==> src/rtl/uart_pkg.sv <==
// Shared types for the UART receive-side buffer: byte width and capture FSM states.
package uart_pkg;

   localparam int BYTE_W = 8;

   // IDLE waits for a new byte from uartRx; WAIT holds off until READY drops
   // so a slow READY_CLR response never causes a second capture.
   typedef enum logic {
      IDLE = 1'b0,
      WAIT = 1'b1
   } cap_state_t;

endpackage

==> src/rtl/uart_rx_fifo_if.sv <==
// Bundle of the uartRx-facing and host-facing signals of the receive FIFO.
// master = the environment (uartRx + host), slave = the FIFO itself.
interface uart_rx_fifo_if #(
   parameter int ADDR_W = 4
);
   import uart_pkg::*;

   logic              rx_ready;
   logic [BYTE_W-1:0] rx_data;
   logic              rx_clr;
   logic              rd_en;
   logic [BYTE_W-1:0] dout;
   logic              dout_valid;
   logic              empty;
   logic              full;
   logic [ADDR_W:0]   count;
   logic              overrun;
   logic              ovr_clr;

   modport master (
      output rx_ready, rx_data, rd_en, ovr_clr,
      input  rx_clr, dout, dout_valid, empty, full, count, overrun
   );

   modport slave (
      input  rx_ready, rx_data, rd_en, ovr_clr,
      output rx_clr, dout, dout_valid, empty, full, count, overrun
   );

endinterface

==> src/rtl/sync_fifo_mem.sv <==
// DEPTH x 8 storage array with one write port and one registered read port.
// The read register doubles as the FIFO's DOUT, so it holds between reads.
module sync_fifo_mem
   import uart_pkg::*;
#(
   parameter int DEPTH  = 16,
   parameter int ADDR_W = 4
) (
   input  logic              clk,
   input  logic              rst,
   input  logic              wr_en,
   input  logic [ADDR_W-1:0] wr_addr,
   input  logic [BYTE_W-1:0] wr_data,
   input  logic              rd_en,
   input  logic [ADDR_W-1:0] rd_addr,
   output logic [BYTE_W-1:0] rd_data
);

   logic [BYTE_W-1:0] mem [DEPTH];
   logic [BYTE_W-1:0] rd_data_reg;

   // Write port: contents are not reset, stale bytes are unreachable via the pointers.
   always_ff @(posedge clk) begin
      if (wr_en) begin
         mem[wr_addr] <= wr_data;
      end
   end

   // Registered read port; cleared on reset so DOUT starts at zero.
   always_ff @(posedge clk) begin
      if (rst) begin
         rd_data_reg <= '0;
      end else if (rd_en) begin
         rd_data_reg <= mem[rd_addr];
      end
   end

   assign rd_data = rd_data_reg;

endmodule

==> src/rtl/uart_rx_fifo.sv <==
// Receive-side buffer behind uartRx: captures each byte once into a FIFO,
// acknowledges it with a one-cycle RX_CLR pulse, and serves the host through
// a read-enable port with count/full/empty and a sticky overrun flag.
module uart_rx_fifo
   import uart_pkg::*;
#(
   parameter int DEPTH  = 16,
   parameter int ADDR_W = 4
) (
   input  logic           clk,
   input  logic           rst,
   uart_rx_fifo_if.slave  bus
);

   localparam logic [ADDR_W:0] DEPTH_CNT = (ADDR_W + 1)'(DEPTH);
   localparam logic [ADDR_W:0] CNT_ONE   = (ADDR_W + 1)'(1);
   localparam logic [ADDR_W-1:0] PTR_ONE = ADDR_W'(1);

   cap_state_t        state_reg;
   cap_state_t        state_next;
   logic              capture;
   logic              wr_en;
   logic              drop;
   logic              pop;
   logic [ADDR_W-1:0] wr_ptr_reg;
   logic [ADDR_W-1:0] rd_ptr_reg;
   logic [ADDR_W:0]   count_reg;
   logic [ADDR_W:0]   count_next;
   logic              empty_reg;
   logic              full_reg;
   logic              overrun_reg;
   logic              rx_clr_reg;
   logic              dout_valid_reg;

   // Capture FSM: take a byte on READY in IDLE, then wait for READY to fall.
   always_comb begin
      state_next = state_reg;
      capture    = 1'b0;
      case (state_reg)
         IDLE: begin
            if (bus.rx_ready) begin
               capture    = 1'b1;
               state_next = WAIT;
            end
         end
         WAIT: begin
            if (!bus.rx_ready) begin
               state_next = IDLE;
            end
         end
         default: state_next = IDLE;
      endcase
   end

   // Full/empty decisions use the registered count from the start of the cycle.
   assign wr_en = capture && !full_reg;
   assign drop  = capture && full_reg;
   assign pop   = bus.rd_en && !empty_reg;

   // Occupancy after this edge's write and/or pop.
   always_comb begin
      count_next = count_reg;
      if (wr_en && !pop) begin
         count_next = count_reg + CNT_ONE;
      end else if (!wr_en && pop) begin
         count_next = count_reg - CNT_ONE;
      end
   end

   // FSM state register.
   always_ff @(posedge clk) begin
      if (rst) begin
         state_reg <= IDLE;
      end else begin
         state_reg <= state_next;
      end
   end

   // Pointers, occupancy, flags and handshake pulses.
   always_ff @(posedge clk) begin
      if (rst) begin
         wr_ptr_reg     <= '0;
         rd_ptr_reg     <= '0;
         count_reg      <= '0;
         empty_reg      <= 1'b1;
         full_reg       <= 1'b0;
         overrun_reg    <= 1'b0;
         rx_clr_reg     <= 1'b0;
         dout_valid_reg <= 1'b0;
      end else begin
         if (wr_en) begin
            wr_ptr_reg <= wr_ptr_reg + PTR_ONE;
         end
         if (pop) begin
            rd_ptr_reg <= rd_ptr_reg + PTR_ONE;
         end
         count_reg      <= count_next;
         empty_reg      <= (count_next == '0);
         full_reg       <= (count_next == DEPTH_CNT);
         rx_clr_reg     <= capture;
         dout_valid_reg <= pop;
         // A drop in the same cycle as a clear request keeps the flag set.
         if (drop) begin
            overrun_reg <= 1'b1;
         end else if (bus.ovr_clr) begin
            overrun_reg <= 1'b0;
         end
      end
   end

   sync_fifo_mem #(
      .DEPTH  (DEPTH),
      .ADDR_W (ADDR_W)
   ) u_mem (
      .clk     (clk),
      .rst     (rst),
      .wr_en   (wr_en),
      .wr_addr (wr_ptr_reg),
      .wr_data (bus.rx_data),
      .rd_en   (pop),
      .rd_addr (rd_ptr_reg),
      .rd_data (bus.dout)
   );

   assign bus.rx_clr     = rx_clr_reg;
   assign bus.dout_valid = dout_valid_reg;
   assign bus.empty      = empty_reg;
   assign bus.full       = full_reg;
   assign bus.count      = count_reg;
   assign bus.overrun    = overrun_reg;

endmodule

==> src/flat_wrapper.sv <==
// flat-port wrapper written by rule: the top's interface ports become plain ports
module uart_rx_fifo_flat import uart_pkg::*;
#(
   parameter int DEPTH  = 16,
   parameter int ADDR_W = 4
)
  (clk, rst, bus_rx_ready, bus_rx_data, bus_rd_en, bus_ovr_clr, bus_rx_clr, bus_dout, bus_dout_valid, bus_empty, bus_full, bus_count, bus_overrun);
  uart_rx_fifo_if #(.ADDR_W(ADDR_W)) bus_i ();
  input  logic clk;
  input  logic rst;
  input wire logic [$bits(bus_i.rx_ready)-1:0] bus_rx_ready;
  input wire logic [$bits(bus_i.rx_data)-1:0] bus_rx_data;
  input wire logic [$bits(bus_i.rd_en)-1:0] bus_rd_en;
  input wire logic [$bits(bus_i.ovr_clr)-1:0] bus_ovr_clr;
  output wire logic [$bits(bus_i.rx_clr)-1:0] bus_rx_clr;
  output wire logic [$bits(bus_i.dout)-1:0] bus_dout;
  output wire logic [$bits(bus_i.dout_valid)-1:0] bus_dout_valid;
  output wire logic [$bits(bus_i.empty)-1:0] bus_empty;
  output wire logic [$bits(bus_i.full)-1:0] bus_full;
  output wire logic [$bits(bus_i.count)-1:0] bus_count;
  output wire logic [$bits(bus_i.overrun)-1:0] bus_overrun;
  assign bus_i.rx_ready = bus_rx_ready;
  assign bus_i.rx_data = bus_rx_data;
  assign bus_i.rd_en = bus_rd_en;
  assign bus_i.ovr_clr = bus_ovr_clr;
  assign bus_rx_clr = bus_i.rx_clr;
  assign bus_dout = bus_i.dout;
  assign bus_dout_valid = bus_i.dout_valid;
  assign bus_empty = bus_i.empty;
  assign bus_full = bus_i.full;
  assign bus_count = bus_i.count;
  assign bus_overrun = bus_i.overrun;
  uart_rx_fifo #(.DEPTH(DEPTH), .ADDR_W(ADDR_W)) u_core (.clk(clk), .rst(rst), .bus(bus_i));
endmodule
==> config.mk <==
export PLATFORM = sky130hd
export DESIGN_NAME = uart_rx_fifo_flat
export DESIGN_NICKNAME = d
export VERILOG_FILES = /design/src/rtl/uart_pkg.sv /design/src/rtl/uart_rx_fifo_if.sv /design/src/rtl/sync_fifo_mem.sv /design/src/rtl/uart_rx_fifo.sv /design/src/flat_wrapper.sv
export SDC_FILE = /design/constraint.sdc
export NUM_CORES = 1
export LEC_CHECK = 0
export CORE_ASPECT_RATIO = 0.5
export CORE_MARGIN = 5
export CORE_UTILIZATION = 45
export CTS_BUF_LIST = sky130_fd_sc_hd__clkbuf_2 sky130_fd_sc_hd__clkbuf_4 sky130_fd_sc_hd__clkbuf_8
export CTS_CLUSTER_SIZE = 40
export DETAILED_ROUTE_END_ITERATION = 8
export PLACE_DENSITY = 0.62
export SLEW_MARGIN = 20
export SYNTH_ARGS = -nofsm -noshare
export SYNTH_HDL_FRONTEND = slang
export SYNTH_SLANG_ARGS = --single-unit
==> constraint.sdc <==
create_clock -name clk -period 2.3 [get_ports clk]
set_input_delay 0.46 -clock clk [delete_from_list [all_inputs] [get_ports clk]]
set_output_delay 0.46 -clock clk [all_outputs]
set_load 0.005 [all_outputs]
==> summary.md <==
| Metric | Value |
|---|---|
| Status | complete, no violations |
| Largest area contributor in the netlist | edfxtp_1 |
| Min setup slack post-route | 0.277 ns |
| FF-to-FF path depth | 5 |
| DRC | 0 |
| First-pass GRT wire length | 20200 µm |
| Die Width | 177 µm |
| Initial core utilization | 46.2% |
| Cell variety after synth | 49 |
| Syn Inst Count | 359 |
| Clock Latency Late Sink | 0.45 ns |
| Slew Limit Fails | 0 |
| GP Congestion | 0.852 |
| Antenna violations before repair | 0 |
| Mapped Area | 6290 µm² |
| Async set-reset flop share out of synthesis | 0% |
| Hold EP | u_core.u_mem.rd_data[7]$_SDFFE_PP0P_ |
| Syn. warnings | 0 |
| Normalized max-slew margin | 51.9% |
| Pwr dens | 846 nW/µm² |
| Synth-to-layout area growth | 15.4% |
| Vias in the first global route | 3483 |
| CP Max Fanout | 9 |
| WP data arrival | 1.56 ns |
| Synthesized Nets | 379 |
| Routed len/inst | 21.3 µm |
| Crit path required time | 1.84 ns |
| Cts repair resizes | 0 |
| Fin crit share | 88.0% |
| Dpl ws | -0.0334 ns |
| Clk sink count | 155 |
| P_sw | 0.00169 W |
| Max-cap violations | 0 |
| Top cells by count, synth | edfxtp_1 (128), dfxtp_1 (27), nor2_1 (25) |
| Capturing element type of the critical path | primary output |
| Total CTS buffers | 17 |
| Clock network power share | 31.9% |
| Syn Area/Cell | 17.5 µm² |
| Setup TNS | 0 ns |
| DRT antenna net count | 0 |
| Clock Skew | 0.0192 ns |
| CP cell instances | clkdlybuf4s50_1 |
| GR Overflow Total | 0 |
| Combinational share of power | 15.8% |
| Seq/Total Area, Yosys | 69.7% |
| Worst R2R End | u_core.u_mem.rd_data[1]$_SDFFE_PP0P_ |
| CP delay by family, top | buffers and inverters |
| Initial DRC count | 333 |
| DP Wirelength | 8540 µm |
| 1st-pass router iterations | 4 |
| Worst slew pin tran | 0.719 ns |
| Reg clk slew, reported paths | 0.09 ns |
| Post-CTS Setup Bufs | 0 |
| Buffer depth of the longest clock path | 2 |
| Die Ht | 93.6 µm |
| Internal Power | 0.00445 W |
| Final hold vios | 0 |
| GR Util All Layers | 17.0% |
| CTS tree | built |
| Worst path max stage delay | 0.58 ns |
| Top cell type's share of synthesized area | 61.1% |
| H-tree depth | 4 |
| Hold Crit Start | u_core.u_mem.rd_data[7]$_SDFFE_PP0P_ |
| Drt total wl | 13200 µm |
| Core Util, Final | 53.3% |
| # rows | 30 |
| Buffers and inverters on the worst path | 1 |
| Largest net degree at the start of global routing | 36 |
| Tot Pwr | 0.00614 W |
| Number of synthesized flops with an enable pin | 128 |
| Register area | 4390 µm² |
| Ratio of cells with drive above 1 in the final layout | 20.8% |
| Final #Nets | 434 |
| # fillers | 1090 |
| Drt via density | 5.47 |
| Finished Layout Cells | 619 |
| Sw frac | 27.5% |
| Area of the multi-input gates | 1690 µm² |
| Die area | 16600 µm² |
| Maximum clock rate | 494 MHz |
| Worst Hold Depth | 2 |
| Max reg flops | 128 |
| CTS Hold Buffers Added | 0 |
| Startpoint types | flop |
| Core Area | 13600 µm² |
| I/O pins | 31 |
| Final Setup Violations | 0 |
| Inst Count DP | 587 |
| RSZ-0062 raised after global routing | false |
| Vias | 3389 |
| # diodes | 0 |
| Yosys reg bits | 155 |
| Reg-to-reg critical path startpoint | u_core.rd_ptr_reg[0]$_SDFFE_PP0P_ |
| Top-count cell post-synth | edfxtp_1 |
| IO buf count | 30 |
| Sequential share of power | 52.4% |
| CTS root buf | clkbuf_8 |
| Crit path kind | flop to primary output |
| Reg2reg setup slack | 0.32 ns |
| VDD IR-drop max | 0.480 mV |
| Post-synth top flop | edfxtp_1 |
| Top cells by area, synth | edfxtp_1 (61%), dfxtp_1 (8.6%), mux4_2 (8.2%) |
| Leakage power | 2.40 nW |
| Crit path time final | 2.02 ns |
| Hold Path Class | flop to flop |
| Critical path's slowest cell | clkdlybuf4s50_1 |
==> kinds of logic after synthesis <==
group | share of synthesized area (%)
buf+inv | 3.44
xor+xnor | 1.23
simple gates | 6.90
mux | 12.0
fa+ha+maj | 1.39
flops | 69.7
compound gates | 5.37
==> layer usage <==
layer	GRT usage (%)	vias to the layer above	part of all wire (%)
met5	0	-	0
met4	6.18	0	2.4
met3	4.28	21	7.7
met2	27.1	131	47
met1	22.9	1708	43
li1	-	1529	-
==> cells in the final DEF (no fill, tap or decap), types with 2 or more instances in the layout <==
master / n
a22o_1: 16
buf_12: 2
o21ai_1: 8
clkbuf_8: 17
and2_1: 2
nand4_1: 6
inv_8: 3
a21oi_1: 12
nor2b_1: 6
xor2_1: 4
ha_1: 7
inv_1: 6
mux4_2: 23
clkdlybuf4s50_1: 30
edfxtp_1: 128
nor3_1: 4
mux4_1: 9
buf_4: 25
a31o_2: 2
nand2b_1: 4
nand2_1: 21
and4b_1: 2
dfxtp_1: 26
nor3b_1: 2
o21ai_0: 2
and3_1: 2
clkinv_4: 2
xnor2_1: 3
inv_6: 5
nor2_1: 25
clkinv_8: 3
==> cell type report <==
| type | count | area share [%] |
|---|---|---|
| sequential | 155 | 60.4 |
| multi-input combinational | 177 | 23.3 |
| timing repair buffer | 57 | 7.27 |
| clock buffer | 18 | 3.33 |
| tap | 192 | 3.31 |
| clock inverter | 14 | 2.09 |
| inverter | 6 | 0.310 |
==> worst max path at each step <==
stage	startpoint	endpoint	cells after the start
floorplan	bus_rx_ready	u_core.u_mem.mem[3][0]$_DFFE_PP_	3
global placement	bus_rx_ready	u_core.bus.full$_SDFF_PP0_	5
detailed placement	bus_rx_ready	u_core.bus.full$_SDFF_PP0_	5
CTS	u_core.bus.count[0]$_SDFF_PP0_	bus_count[0]	1
global route	u_core.rd_ptr_reg[0]$_SDFFE_PP0P_	u_core.u_mem.rd_data[0]$_SDFFE_PP0P_	6
finish	u_core.bus.count[0]$_SDFF_PP0_	bus_count[0]	1
==> power groups by stage <==
stage	clock network, W	logic (W)	registers [W]
CTS	0.00201	0.000980	0.00322
detailed placement	0	0.000973	0.00328
floorplan	0	0.000660	0.00326
global route	0.00214	0.00104	0.00323
finish	0.00196	0.000970	0.00322
global placement	0	0.000950	0.00327
==> through the flow <==
stage / hold WS, ns / cell area, µm²
2_1_floorplan: 0.453 / 6290
3_3_place_gp: 0.449 / 6870
3_5_place_dp: 0.456 / 6870
4_1_cts: 0.470 / 7260
5_1_grt: 0.490 / 7260
6_report: 0.465 / 7260
(Power assumes the default switching activity.)
